<file path="src/rtl/tx_arbiter.sv">
// tx_arbiter: round-robin scheduler sharing one tx_top UART transmitter among NUM_REQ requesters.
// A byte is captured on the req handshake, strobed into tx_top, and the frame is tracked through busy_reg.
module tx_arbiter #(
  parameter int NUM_REQ = 4,
  parameter int DATA_WIDTH = 8,
  parameter int TIMEOUT = 16,
  localparam int IW = NUM_REQ > 1 ? $clog2(NUM_REQ) : 1,
  localparam int CW = TIMEOUT > 1 ? $clog2(TIMEOUT) : 1
) (
  input  logic                          clk,
  input  logic                          rst,
  input  logic [NUM_REQ-1:0]            req_valid,
  input  logic [NUM_REQ*DATA_WIDTH-1:0] req_data,
  input  logic [NUM_REQ-1:0]            req_par_en,
  input  logic [NUM_REQ-1:0]            req_par_typ,
  output logic [NUM_REQ-1:0]            req_ready,
  input  logic                          busy_reg,
  output logic [DATA_WIDTH-1:0]         p_data,
  output logic                          par_en,
  output logic                          par_typ,
  output logic                          data_valid,
  output logic [IW-1:0]                 grant_id,
  output logic                          active,
  output logic                          to_err
);
  typedef enum logic [1:0] {IDLE, LOAD, WAIT_BUSY, WAIT_DONE} state_t;
  state_t                state_q, state_d;
  logic [IW-1:0]         rr_ptr_q, rr_ptr_d;
  logic [IW-1:0]         grant_id_q, grant_id_d;
  logic [DATA_WIDTH-1:0] p_data_q, p_data_d;
  logic                  par_en_q, par_en_d;
  logic                  par_typ_q, par_typ_d;
  logic                  data_valid_q, data_valid_d;
  logic                  active_q, active_d;
  logic                  to_err_q, to_err_d;
  logic [CW-1:0]         cnt_q, cnt_d, cnt_inc;
  logic [IW-1:0]         win;
  logic                  any_valid;
  logic                  grant;
  // Search downward so the requester closest to rr_ptr overwrites the others and wins.
  always_comb begin
    win = '0;
    any_valid = 1'b0;
    for (int k = NUM_REQ - 1; k >= 0; k--) begin
      if (req_valid[IW'((int'(rr_ptr_q) + k) % NUM_REQ)]) begin
        win = IW'((int'(rr_ptr_q) + k) % NUM_REQ);
        any_valid = 1'b1;
      end
    end
    grant = state_q == IDLE && !busy_reg && any_valid;
    req_ready = {{(NUM_REQ-1){1'b0}}, grant} << win;
  end
  // The timeout fires as the counter reaches TIMEOUT-1, so to_err lands TIMEOUT cycles after LOAD.
  always_comb begin
    state_d = state_q;
    rr_ptr_d = rr_ptr_q;
    grant_id_d = grant_id_q;
    p_data_d = p_data_q;
    par_en_d = par_en_q;
    par_typ_d = par_typ_q;
    cnt_d = '0;
    cnt_inc = cnt_q + 1'b1;
    to_err_d = 1'b0;
    case (state_q)
      IDLE: if (grant) begin
        state_d = LOAD;
        grant_id_d = win;
        p_data_d = req_data[win*DATA_WIDTH +: DATA_WIDTH];
        par_en_d = req_par_en[win];
        par_typ_d = req_par_typ[win];
        rr_ptr_d = (win == IW'(NUM_REQ - 1)) ? '0 : win + 1'b1;
      end
      LOAD: state_d = WAIT_BUSY;
      WAIT_BUSY: if (busy_reg) state_d = WAIT_DONE;
        else if (cnt_inc == CW'(TIMEOUT - 1)) begin
          to_err_d = 1'b1;
          state_d = IDLE;
        end else cnt_d = cnt_inc;
      WAIT_DONE: state_d = busy_reg ? WAIT_DONE : IDLE;
      default: state_d = IDLE;
    endcase
    data_valid_d = state_d == LOAD;
    active_d = state_d != IDLE;
  end
  always_ff @(posedge clk or posedge rst) begin
    if (rst) begin
      state_q <= IDLE;
      rr_ptr_q <= '0;
      grant_id_q <= '0;
      p_data_q <= '0;
      par_en_q <= 1'b0;
      par_typ_q <= 1'b0;
      data_valid_q <= 1'b0;
      active_q <= 1'b0;
      to_err_q <= 1'b0;
      cnt_q <= '0;
    end else begin
      state_q <= state_d;
      rr_ptr_q <= rr_ptr_d;
      grant_id_q <= grant_id_d;
      p_data_q <= p_data_d;
      par_en_q <= par_en_d;
      par_typ_q <= par_typ_d;
      data_valid_q <= data_valid_d;
      active_q <= active_d;
      to_err_q <= to_err_d;
      cnt_q <= cnt_d;
    end
  end
  assign p_data = p_data_q;
  assign par_en = par_en_q;
  assign par_typ = par_typ_q;
  assign data_valid = data_valid_q;
  assign grant_id = grant_id_q;
  assign active = active_q;
  assign to_err = to_err_q;
endmodule

</file>
<file path="config.mk">
export PLATFORM = sky130hd
export DESIGN_NAME = tx_arbiter
export DESIGN_NICKNAME = d
export VERILOG_FILES = /design/src/rtl/tx_arbiter.sv
export SDC_FILE = /design/constraint.sdc
export NUM_CORES = 1
export LEC_CHECK = 0
export ABC_AREA = 1
export BUFFER_PORTS_ARGS = -buffer_cell sky130_fd_sc_hd__buf_2
export CAP_MARGIN = 0
export CORE_MARGIN = 2
export CORE_UTILIZATION = 43
export CTS_CLUSTER_SIZE = 14
export DETAILED_ROUTE_END_ITERATION = 12
export PLACE_DENSITY = 0.76
export SLEW_MARGIN = 20
export SYNTH_ARGS = -nofsm -noshare
export SYNTH_HDL_FRONTEND = slang
export SYNTH_SLANG_ARGS = --single-unit
</file>
<file path="constraint.sdc">
create_clock -name clk -period 1.6 [get_ports clk]
set_input_delay 0 -clock clk [delete_from_list [all_inputs] [get_ports clk]]
set_output_delay 0 -clock clk [all_outputs]
set_load 0.01 [all_outputs]
</file>
== Word level (Yosys, flattened, before mapping) ==
Index checks and enable logic that the tools add are counted.

* Add/subtract/negate cells: 5
* $lt $le $gt $ge: 5
* Equality and inequality tests: 6
* Shifts and indexed selects: 2
* Muxes and demuxes: 36
* Reduce and logical (&&, ||, !) cells: 6

{| class="wikitable"
|+ Operators with widths
! cell !! count
|-
| 32-bit by 6-bit indexed part select with 8-bit output || 1
|-
| 2-bit 2-to-1 mux || 9
|-
| 1-bit 2-to-1 mux || 17
|-
| 2-bit by 4-bit less-than comparator with 1-bit output, second input constant || 4
|-
| 1-bit binary-select mux with 2-bit select || 6
|-
| 4-bit 2-to-1 mux || 3
|-
| 2-bit one-hot mux with 4 select lines || 1
|-
| 2-bit equality test, second input constant || 3
|-
| 2-bit by 1-bit adder with 2-bit output, second input constant || 2
|-
| 2-bit adder, second input constant || 2
|-
| 4-bit by 1-bit adder with 4-bit output, second input constant || 1
|-
| 2-bit by 1-bit equality test with 1-bit output, second input constant || 2
|-
| 4-bit equality test, second input constant || 1
|-
| 1-bit by 2-bit << shifter with 4-bit output || 1
|-
| 2-bit by 3-bit less-than comparator with 1-bit output, second input constant || 1
|-
| 1-bit logical AND || 2
|-
| 2-bit zero test || 1
|-
| 2-bit AND reduction || 1
|-
| 2-bit nonzero test || 1
|-
| 1-bit zero test || 1
|}

* Register bits after elaboration: 23
* Input bits: 47
* Word-level logic and storage cells: 70

== Longest topological paths before layout ==
Gate-level depths: netlist of the first run.

* Depth after elaboration: 12
* Gate-level depth with buffers: 16
* Mapped depth without buffers: 15

== Least setup slack after synthesis of the first run ==
OpenSTA, ideal clock, no wires.

* Path type: register to register
* From: reg rr_ptr_q[0]
* To: reg par_typ_q (netlist: par_typ)
* Arrival: 1.581 ns
* Setup slack: -0.111 ns
* Cell stages (with the launch flop): 15
* Buffers on the path: 1
* Period minus slack after synthesis: 1.711 ns
* Path through: dfrtp_1 > inv_2 > nand2_1 > nand2_2 > nand2_1 > nand2_1 > inv_1 > nand2_1 > nand2_1 > nand2_1 > nand2_4 > buf_6 > or2_1 > nand3_1 > nand3_1

* Longest elaborated chain between the ends: 10

{| class="wikitable"
|+ Ends and longest elaborated chain
! element !! line !! text
|-
| from (decl) || 28 || <nowiki>logic [IW-1:0] rr_ptr_q, rr_ptr_d;</nowiki>
|-
| from (signal assigned) || 99 || <nowiki>rr_ptr_q <= rr_ptr_d;</nowiki>
|-
| 2-bit adder || 45, 46 ||
|-
| 1-bit binary-select mux with 2-bit select || 45 || <nowiki>if (req_valid[IW'((int'(rr_ptr_q) + k) % NUM_REQ)]) begin</nowiki>
|-
| 1-bit 2-to-1 mux (not written as such) (2 in series) || 45 ||
|-
| 2-bit 2-to-1 mux or 1-bit 2-to-1 mux (tied branches) (4 in series) || 45 ||
|-
| 1-bit binary-select mux with 2-bit select or 1-bit logical AND (tied branches) || 70, 50 ||
|-
| 1-bit 2-to-1 mux (not written as such) or 2-bit AND reduction (tied branches) || - ||
|-
| to (signal assigned) || 103 || <nowiki>par_typ_q <= par_typ_d;</nowiki>
|-
| to (decl) || 32 || <nowiki>logic par_typ_q, par_typ_d;</nowiki>
|}

Several ways; a longest one is shown, not always the timed one. The select of a mux whose other input is x is not followed.
A chain may end at the register's enable or synchronous reset.

== Worst setup path after layout of the first run ==
* From: reg rr_ptr_q[0]
* To: out req_ready[3]

* Longest elaborated chain between the ends: 10

{| class="wikitable"
|+ Ends and longest elaborated chain
! element !! line !! text
|-
| 2-bit adder || 45, 46 ||
|-
| 1-bit binary-select mux with 2-bit select || 45 ||
|-
| 1-bit 2-to-1 mux (not written as such) (2 in series) || 45 ||
|-
| 1-bit 2-to-1 mux (4 in series) || 45 ||
|-
| 1-bit logical AND || 50 || <nowiki>grant = state_q == IDLE && !busy_reg && any_valid;</nowiki>
|-
| 1-bit by 2-bit << shifter with 4-bit output (*) || 51 || <nowiki>req_ready = {{(NUM_REQ-1){1'b0}}, grant} << win;</nowiki>
|-
| to (decl) || 16 || <nowiki>output logic [NUM_REQ-1:0] req_ready,</nowiki>
|}

Mark *: on every way between the ends. The rest lies on a longest branch, timed or not. The select of a mux whose other input is x is not followed.

==> summary.md, run 1 <==
| Metric | Value |
|---|---|
| Detailed Routing Iterations Pass 1 | `4` |
| Cell Int Power | `3.12 mW` |
| Power per cell area | `2320 nW/um^2` |
| Final Hold Fails | `0` |
| Largest net degree at the start of global routing | `24` |
| GPL Wtd Cong | `0.833` |
| Synth cell types | `23` |
| Crit path required time | `1600 ps` |
| Final period util | `133%` |
| Syn Nets | `293` |
| CTS tree | `yes` |
| Synthesized area | `1580 sq um` |
| Port Buffers | `65` |
| Clock sink count | `23` |
| Sequential area share after synthesis | `36.5%` |
| Final WS setup | `-534 ps` |
| Crit path max fanout | `7` |
| Drt drc | `0` |
| Detailed placement HPWL | `3180 um` |
| H-tree Lvls | `1` |
| Clock Latency Late Sink | `270 ps` |
| Fin area | `2690 sq um` |
| Post-synth top flop | `dfrtp_1` |
| Lkg Pwr | `1.59 nW` |
| IO Count | `66` |
| Nets@finish | `401` |
| Status | `finished, violations left` |
| Reg clk slew, reported paths | `90 ps` |
| Data arrival time of the worst path | `2130 ps` |
| Max Root-Sink Buffers | `2` |
| Root Driver | `clkbuf_8` |
| Failing checks | `negative setup slack` |
| Die Ht | `64.6 um` |
| Slowest library cell on the worst path | `dfrtp_2` |
| CP max stage delay | `500 ps` |
| Drt wl/cell | `14.4 um` |
| Sw Pwr | `3.13 mW` |
| Initial antenna violation count | `0` |
| Fmax | `469 MHz` |
| Max Cap Viol | `0` |
| Die W | `64.6 um` |
| # rows | `22` |
| Post-synth EDFFs | `0` |
| Final setup TNS | `-7290 ps` |
| Worst slew pin tran | `298 ps` |
| Via/cell ratio | `5.04` |
| Area Growth Syn to Fin | `70.6%` |
| VDD IR max | `1.28 mV` |
| CORE AREA | `3610 sq um` |
| Kind of critical path | `reg -> out` |
| GRT overflow | `0` |
| Vias | `2011` |
| Total Routed Length | `5750 um` |
| Share of cells above drive strength 1 | `51.6%` |
| Seq cells post-synth | `23` |
| Commonest cells after routing, fill and taps aside | `buf_2 (65), nand2_1 (53), inv_1 (47)` |
| Post-route ant nets | `0` |
| Crit path time final | `2130 ps` |
| Crit path cell chain | `inv_8 -> nand2_4 -> nand2_4 -> nand2_4 -> buf_4 -> nand2_1 -> inv_1 -> nand2_2 -> nand2_4 -> clkinvlp_4 -> nor2_4 -> inv_2 -> nor2_2 -> buf_2` |
| Vias in the first global route | `1878` |
| Antenna cells | `0` |
| Hold crit path type | `in -> reg` |
| CP dominant cell by count | `nand2_4` |
| Fillers | `253` |
| Async SR Flop Fraction | `100%` |
| Post-Syn Instances | `244` |
| Setup violations, final | `20` |
| Crit path buf inv count | `6` |
| CP Launch Type | `register` |
| Layout Cells excl Fill | `399` |
| Dpl cell area | `2100 sq um` |
| Num CTS Buffers | `3` |
| Cell count after placement | `373` |
| Critical path's top delay family | `simple AND/OR/NAND/NOR gates` |
| Syn avg cell area | `6.47 sq um` |
| Global-route wire length before repair | `8110 um` |
| Rel. slew slack | `80.1%` |
| Die area | `4170 sq um` |
| Initial DRC count | `151` |
| CP Capture Type | `output pin` |
| RSZ-0062 raised after global routing | `true` |
| Most common cell after layout, fill and taps aside | `buf_2` |
| Gate power share | `78.1%` |
| Sw frac | `50.1%` |
| Initial core utilization | `43.8%` |
| Yosys warnings | `0` |
| Worst Skew | `6.92 ps` |
| Slew Viols, Final | `0` |
| GRT Total Usage | `24.5%` |
| Seq pwr share | `16.0%` |
| Clk network pwr share | `5.9%` |
## worst min-delay path, cell delays in order
cell      delay (ps)
buf_2             80
o211ai_1          80
nand3_1           70
## power by group through the flow
| stage | combinational, mW | sequential (mW) | clock [mW] |
|---|---|---|---|
| final | 4.89 | 1.00 | 0.371 |
| after floorplan | 1.96 | 1.01 | 0 |
| after global placement | 2.85 | 0.952 | 0 |
| after detailed placement | 2.92 | 0.956 | 0 |
| after global routing | 5.27 | 1.02 | 0.399 |
| after CTS | 4.14 | 0.957 | 0.364 |
## sequential cells by signal (all words and copies together), names as in the netlist, 2 cells and up
register	count
grant_id	2
p_data	8
cnt_q	4
rr_ptr_q	2
state_q	2
## cells in the mapped netlist, types with 2 or more instances
library cell / count / area share, %
inv_1: 53 / 13
dfrtp_1: 23 / 36
buf_2: 3 / 0.95
ha_1: 2 / 1.6
o211ai_1: 6 / 2.9
buf_6: 2 / 1.4
nand3_1: 41 / 13
nand2_2: 3 / 1.2
nor2_1: 11 / 2.6
xnor2_1: 2 / 1.1
o21ai_0: 3 / 0.95
or2_2: 5 / 2.0
nand2_1: 80 / 19
## metal layers
layer	wire length (um)	GRT usage, %	up-vias
met2	2930	45.7	84
met3	325	3.13	21
met5	0	0	-
met4	224	6.38	0
li1	-	-	952
met1	2270	29.6	954
## cell families (layout without fill, tap and decap cells)
group	count (synthesis)	in the layout	synth area share, %
and+or+nand+nor	145	146	40.3
buffers and inverters	61	167	15.9
DFF	23	23	36.4
AOI/OAI and AO/OA	11	11	4.60
adders and majority gates	2	2	1.58
xor gates and xnor gates	2	2	1.11
## stage by stage
step	hold WS, ps	setup slack (ps)	util, %	power (mW)
floorplan	1.92	-92.0	-	2.97
global placement	53.0	-232	58.2	3.80
detailed placement	54.7	-292	58.2	3.88
CTS	2.13	-323	69.7	5.46
global route	23.0	-596	74.7	6.69
finish	0.479	-534	74.7	6.26
## final timing paths
| kind | endpoint | slack (ps) | start | cells past startpoint |
|---|---|---|---|---|
| max | req_ready[3] | -530 | rr_ptr_q[0] | 14 |
| min | par_typ | 0.5 | req_par_typ[1] | 3 |
| max reg2reg | p_data[0] | -460 | rr_ptr_q[0] | 15 |
| min reg2reg | to_err | 480 | state_q[0] | 1 |
| max in group asynchronous | rr_ptr_q[0] | 1050 | rst | 4 |
| min in group asynchronous | p_data[3] | 310 | rst | 4 |
## cell type report
cell class                 count  area, sq um  area share, %
timing repair buffer         109          706           26.2
tap                           48         60.1           2.23
inverter                      54          219           8.13
clock buffer                   4         45.0           1.67
multi-input combinational    161         1090           40.3
sequential                    23          578           21.5
## repair_timing
action,in CTS,in global routing
hold buffers,3,0
buffers inserted,16,3
gates resized for setup,61,40
pin swaps,35,23
cloned,2,0
endpoints found under the hold margin,25,0
endpoints found under the setup margin,20,19
Note: power is estimated with default switching activity, not from simulation.
==> run 2: changes to the inputs <==
--- a/config.mk
+++ b/config.mk
@@ -8,6 +8,7 @@
 export ABC_AREA = 1
 export BUFFER_PORTS_ARGS = -buffer_cell sky130_fd_sc_hd__buf_2
 export CAP_MARGIN = 0
+export CORE_ASPECT_RATIO = 1.75
 export CORE_MARGIN = 2
 export CORE_UTILIZATION = 43
 export CTS_CLUSTER_SIZE = 14
==> run 2 against run 1 <==
The run still ends with negative setup slack left. First-iteration DRC count fell by 70%. Global-route usage rose by 3.2 points. Sequential share of layout area fell by 0.66 points. Via count rose by 2.2%. Total power rose by 8.9%. Maximum frequency rose by 5.4%. Critical path type unchanged. Critical endpoint is now req_ready[2]. Highest routed layer unchanged.
==> summary.md, run 2 (synthesis results as in run 1) <==
| Metric | Value |
|---|---|
| # rows | `29 (+32%)` |
| Clock Latency Late Sink | `280 ps (about the same)` |
| Vias | `2055 (+2.2%)` |
| CP Launch Type | `register` |
| CORE AREA | `3560 sq um (-1.4%)` |
| VDD IR max | `1.89 mV (+47%)` |
| Failing checks | `negative setup slack` |
| Max Root-Sink Buffers | `2 (unchanged)` |
| Final period util | `126% (-6.9 points)` |
| CP Capture Type | `output pin` |
| Worst Skew | `6.06 ps (-0.860 ps)` |
| Seq pwr share | `14.2% (-1.8 points)` |
| Crit path max fanout | `7 (unchanged)` |
| Drt wl/cell | `14.6 um (+1.2%)` |
| IO Count | `66 (unchanged)` |
| Largest net degree at the start of global routing | `24 (unchanged)` |
| Detailed Routing Iterations Pass 1 | `4 (unchanged)` |
| Gate power share | `80.2% (+2.1 points)` |
| Data arrival time of the worst path | `2020 ps (-110 ps)` |
| Status | `finished, violations left` |
| Fmax | `494 MHz (+5.4%)` |
| Post-layout util | `78.0% (+3.3 points)` |
| Hold crit path type | `in -> reg` |
| Final Hold Fails | `0 (unchanged)` |
| Post-route ant nets | `0 (unchanged)` |
| H-tree Lvls | `1 (unchanged)` |
| Most common cell after layout, fill and taps aside | `buf_2` |
| Initial DRC count | `46 (-70%)` |
| Detailed placement HPWL | `3210 um (+1.0%)` |
| Clock sink count | `23 (unchanged)` |
| Num CTS Buffers | `3 (unchanged)` |
| Kind of critical path | `reg -> out` |
| Rel. slew slack | `79.2% (-0.93 points)` |
| Lkg Pwr | `1.63 nW (+2.0%)` |
| Worst slew pin tran | `312 ps (+13.9 ps)` |
| Hold_ws | `5.90 ps (+5.42 ps)` |
| Share of cells above drive strength 1 | `52.8% (+1.2 points)` |
| Clk network pwr share | `5.6% (-0.3 points)` |
| Global-route wire length before repair | `8910 um (+10%)` |
| Area Growth Syn to Fin | `75.7%` |
| Reg clk slew, reported paths | `90 ps (about the same)` |
| Flip-flop count of the largest register after layout | `8 (unchanged)` |
| RSZ-0062 raised after global routing | `true` |
| Initial core utilization | `44.4% (+0.62 points)` |
| GRT overflow | `0 (unchanged)` |
| Total Routed Length | `5920 um (+3.0%)` |
| Vias in the first global route | `2010 (+7.0%)` |
| Final setup TNS | `-6340 ps (+941 ps)` |
| Antenna cells | `0 (unchanged)` |
| Final WS setup | `-424 ps (+110 ps)` |
| Die Ht | `84.2 um (+30%)` |
| Slew Viols, Final | `0 (unchanged)` |
| CTS tree | `yes` |
| Via/cell ratio | `5.06 (+0.43%)` |
| Die area | `4190 sq um (+0.44%)` |
| GPL Wtd Cong | `0.870 (+4.4%)` |
| Crit path time final | `2020 ps (-110 ps)` |
| Commonest cells after routing, fill and taps aside | `buf_2 (64), nand2_1 (55), inv_1 (45)` |
| Nets@finish | `410 (+2.2%)` |
| Root Driver | `clkbuf_8` |
| Port Buffers | `65 (unchanged)` |
| Cell Int Power | `3.54 mW (+13%)` |
| GRT Total Usage | `27.8% (+3.2 points)` |
| Die W | `49.8 um (-23%)` |
| Initial antenna violation count | `0 (unchanged)` |
| Drt drc | `0 (unchanged)` |
| Crit path required time | `1600 ps (about the same)` |
| Setup violations, final | `21 (+5.0%)` |
| Max Cap Viol | `0 (unchanged)` |
| Sw frac | `48.1% (-2.0 points)` |
| Power per cell area | `2460 nW/um^2 (+5.8%)` |
| Sw Pwr | `3.27 mW (+4.5%)` |
==> run 2: cell count changes in the layout (fill, tap and decap cells not counted), moves of 3 or more <==
| cell | before | now |
|---|---|---|
| buf_4 | 32 | 28 |
| buf_6 | 8 | 18 |
| inv_2 | 3 | 6 |
| nand2_2 | 13 | 20 |
| nand2_4 | 17 | 9 |
| nand3_1 | 21 | 24 |
| nand3_2 | 18 | 14 |
==> run 2: timing repair <==
action | in CTS | in global routing
pin swaps | 31 | 14
setup endpoints to repair | 20 | 21
hold endpoints to repair | 26 | 0
hold buffers | 4 | 0
cloned | 4 | 0
resized for setup | 79 | 26
setup buffers | 19 | 5
==> run 2: power groups by stage <==
| stage | registers (mW) | clock network [mW] | logic [mW] |
|---|---|---|---|
| detailed placement | 0.956 | 0 | 3.05 |
| floorplan | 1.01 | 0 | 1.96 |
| global placement | 0.947 | 0 | 2.98 |
| finish | 0.967 | 0.385 | 5.46 |
| CTS | 0.952 | 0.366 | 4.80 |
| global route | 0.985 | 0.407 | 5.80 |
==> run 2: per-stage QoR <==
| step | std cells | area, sq um | power, mW | setup slack, ps |
|---|---|---|---|---|
| global placement | 371 | 2110 | 3.93 | -248 |
| CTS | 401 | 2640 | 6.11 | -304 |
| detailed placement | 371 | 2110 | 4.00 | -323 |
| floorplan | 244 | 1590 | 2.97 | -92.0 |
| global route | 406 | 2770 | 7.19 | -492 |
| finish | 406 | 2770 | 6.81 | -424 |
==> run 2: final cells by class <==
class	count	area (sq um)
clock buffer	3	41.3
clock inverter	1	5.00
fill	263	782
inverter	54	213
multi-input combinational	162	1050
sequential	23	577
tap	46	57.6
timing repair buffer	117	828
==> run 2: final timing paths <==
| kind | start | endpoint | cells past startpoint | slack (ps) |
|---|---|---|---|---|
| max reg2reg | rr_ptr_q[0] | par_typ | 13 | -410 |
| max in group asynchronous | rst | rr_ptr_q[0] | 4 | 1040 |
| min reg2reg | par_en | par_en | 2 | 490 |
| min | req_data[13] | p_data[5] | 3 | 6 |
| min in group asynchronous | rst | grant_id[1] | 4 | 300 |
| max | rr_ptr_q[0] | req_ready[2] | 12 | -420 |
==> run 2: routing by layer <==
metal	part of all wire [%]	GRT usage, %	wire length (um)
met1	34	28.4	1990
met3	4.7	2.31	276
met2	57	53.6	3370
met5	0	0	0
met4	4.7	14.1	279
==> run 2: worst max-delay path: stages, from the launching register on <==
cell,delay [ps]
dfrtp_2,470
clkinv_4,130
nand2_4,100
nand3_4,80
buf_4,140
buf_4,130
nand3_2,80
nand2_2,70
nand2_4,80
buf_4,190
nand3_4,100
inv_2,60
buf_6,100
==> run 3: changes to the inputs <==
--- a/config.mk
+++ b/config.mk
@@ -8,7 +8,7 @@
 export ABC_AREA = 1
 export BUFFER_PORTS_ARGS = -buffer_cell sky130_fd_sc_hd__buf_2
 export CAP_MARGIN = 0
-export CORE_ASPECT_RATIO = 1.75
+export CORE_ASPECT_RATIO = 0.8
 export CORE_MARGIN = 2
 export CORE_UTILIZATION = 43
 export CTS_CLUSTER_SIZE = 14
==> run 3 against run 2 <==
The run ends with negative hold slack, negative setup slack left. Sequential power is 1% higher. Setup slack lost 25 ps. Maximum frequency decreased by 1.2%. Die area down 0.38%. Worst hold slack got worse by 8.7 ps. Final area shrank 3.9%. Clock power rose by 3%. Register-to-register slack is essentially flat. Wire length fell by 8.2%. Clock skew up 8.3 ps.
==> summary.md, run 3 (synthesis results as in run 1) <==
| Metric | Value |
|---|---|
| GRT overflow | `0 (unchanged)` |
| Global-route wire length before repair | `7440 um (-17%)` |
| Via/cell ratio | `5.10 (+0.72%)` |
| Total Routed Length | `5430 um (-8.2%)` |
| Crit path time final | `2050 ps (+24.7 ps)` |
| Final Hold Fails | `1 (+1)` |
| Port Buffers | `65 (unchanged)` |
| Worst Skew | `14.4 ps (+8.33 ps)` |
| Max Root-Sink Buffers | `2 (unchanged)` |
| Flip-flop count of the largest register after layout | `8 (unchanged)` |
| Share of cells above drive strength 1 | `51.6% (-1.2 points)` |
| Final WS setup | `-449 ps (-24.7 ps)` |
| Failing checks | `negative hold slack, negative setup slack` |
| Worst slew pin tran | `312 ps (-0.127 ps)` |
| Largest net degree at the start of global routing | `24 (unchanged)` |
| VDD IR max | `1.43 mV (-24%)` |
| Rel. slew slack | `79.2% (about the same)` |
| Nets@finish | `395 (-3.7%)` |
| Data arrival time of the worst path | `2050 ps (+30 ps)` |
| Die area | `4180 sq um (-0.38%)` |
| Clock Latency Late Sink | `280 ps (about the same)` |
| Most common cell after layout, fill and taps aside | `buf_2` |
| Drt drc | `0 (unchanged)` |
| Reg clk slew, reported paths | `100 ps (about the same)` |
| Die Ht | `58.2 um (-31%)` |
| Vias in the first global route | `1775 (-12%)` |
| Fmax | `488 MHz (-1.2%)` |
| Max Cap Viol | `0 (unchanged)` |
| Hold crit path type | `in -> reg` |
| RSZ-0062 raised after global routing | `true` |
| Reg2reg start | `rr_ptr_q[0]` |
| Lkg Pwr | `1.57 nW (-3.6%)` |
| Hold_ws | `-2.80 ps (-8.70 ps)` |
| Crit path required time | `1600 ps (about the same)` |
| Num CTS Buffers | `3 (unchanged)` |
| Status | `finished, violations left` |
| Root Driver | `clkbuf_8` |
| Slew Viols, Final | `0 (unchanged)` |
| Final setup TNS | `-6540 ps (-193 ps)` |
| Final period util | `128% (+1.5 points)` |
| Initial antenna violation count | `0 (unchanged)` |
| Vias | `1973 (-4.0%)` |
| CP Launch Point | `rr_ptr_q[0]` |
| Detailed Routing Iterations Pass 1 | `4 (unchanged)` |
| # rows | `19 (-34%)` |
| GRT Total Usage | `22.7% (-5.1 points)` |
| Dpl ws | `-333 ps (-9.50 ps)` |
| Post-route ant nets | `0 (unchanged)` |
| Drt wl/cell | `14.0 um (-3.7%)` |
| Fillers | `224 (-15%)` |
| CORE AREA | `3470 sq um (-2.4%)` |
| Detailed placement HPWL | `3080 um (-4.3%)` |
| Kind of critical path | `reg -> out` |
| Initial DRC count | `106 (+130%)` |
| Commonest cells after routing, fill and taps aside | `buf_2 (63), nand2_1 (51), inv_1 (46)` |
| Setup violations, final | `20 (-4.8%)` |
| Power per cell area | `2380 nW/um^2 (-3.0%)` |
| H-tree Lvls | `1 (unchanged)` |
| GPL Wtd Cong | `0.845 (-2.9%)` |
| Initial core utilization | `45.5% (+1.1 points)` |
| Antenna cells | `0 (unchanged)` |
| Die W | `71.8 um (+44%)` |
| CP Capture Type | `output pin` |
| Area Growth Syn to Fin | `68.9%` |
| Crit path max fanout | `7 (unchanged)` |
| CP Launch Type | `register` |
| Hold path startpoint | `req_data[12]` |
| IO Count | `66 (unchanged)` |
| CTS tree | `yes` |
| Clock sink count | `23 (unchanged)` |
==> run 3: cell count changes in the layout (fill, tap and decap cells not counted), sizes merged <==
cell and change:
buf -16, clkbuf +1, clkinv -1, nand2 -2, dlygate4sd3 +2, clkinvlp +1
==> run 3: power breakdown <==
part / switching, mW / internal [mW] / total, mW
combinational: 2.67 / 2.31 / 4.98
clock: 0.220 / 0.177 / 0.397
sequential: 0.174 / 0.804 / 0.978
==> run 3: through the flow <==
step / cell area, sq um / std cells / total power, mW / utilization, %
floorplan: 1590 / 244 / 2.97 / -
global placement: 2080 / 364 / 3.90 / 59.9
detailed placement: 2080 / 364 / 3.98 / 59.9
CTS: 2370 / 381 / 5.14 / 68.4
global route: 2670 / 387 / 6.74 / 76.8
finish: 2670 / 387 / 6.36 / 76.8
==> run 3: area by class of cell <==
| class | instances | area (sq um) | area share, % |
|---|---|---|---|
| Inverter | 54 | 213 | 7.98 |
| Multi-Input combinational cell | 160 | 1050 | 39.4 |
| Tap cell | 42 | 52.6 | 1.97 |
| Clock inverter | 1 | 7.51 | 0.282 |
| Timing Repair Buffer | 104 | 726 | 27.2 |
| Clock buffer | 3 | 41.3 | 1.55 |
| Sequential cell | 23 | 577 | 21.6 |
==> run 3: routing by layer <==
metal / part of all wire (%) / vias up / track usage [%]
li1: - / 944 / -
met1: 41 / 925 / 28.5
met2: 51 / 88 / 41.0
met3: 6.0 / 16 / 3.65
met4: 2.1 / 0 / 5.39
met5: 0 / - / 0
==> run 3: repair_timing <==
item | CTS | global route
pin swaps | 13 | 27
hold endpoints to repair | 28 | 0
buffers inserted | 8 | 5
endpoints found under the setup margin | 21 | 20
cloned | 0 | 1
hold buffers | 6 | 0
resized for setup | 39 | 63
==> run 3: final timing paths <==
| path | endpoint | slack, ps | cells after the start |
|---|---|---|---|
| worst max register to register | p_data[7] | -420 | 13 |
| min in group asynchronous | par_en | 320 | 4 |
| worst min register to register | p_data[1] | 470 | 2 |
| worst max-delay path | req_ready[1] | -450 | 14 |
| worst min-delay path | p_data[4] | -3 | 3 |
| max in group asynchronous | rr_ptr_q[0] | 1030 | 4 |
==> run 3: worst max-delay path: stages, from the launching register on <==
cell and delay, ps:
dfrtp_2 470, clkinv_4 140, nand2_4 90, nand3_2 80, nand2_2 130, inv_2 50, nor2_4 110, nor2_2 50
nand2_2 100, nand2_4 100, buf_12 150, nor2_4 70, nand2_2 60, inv_1 50, buf_2 120
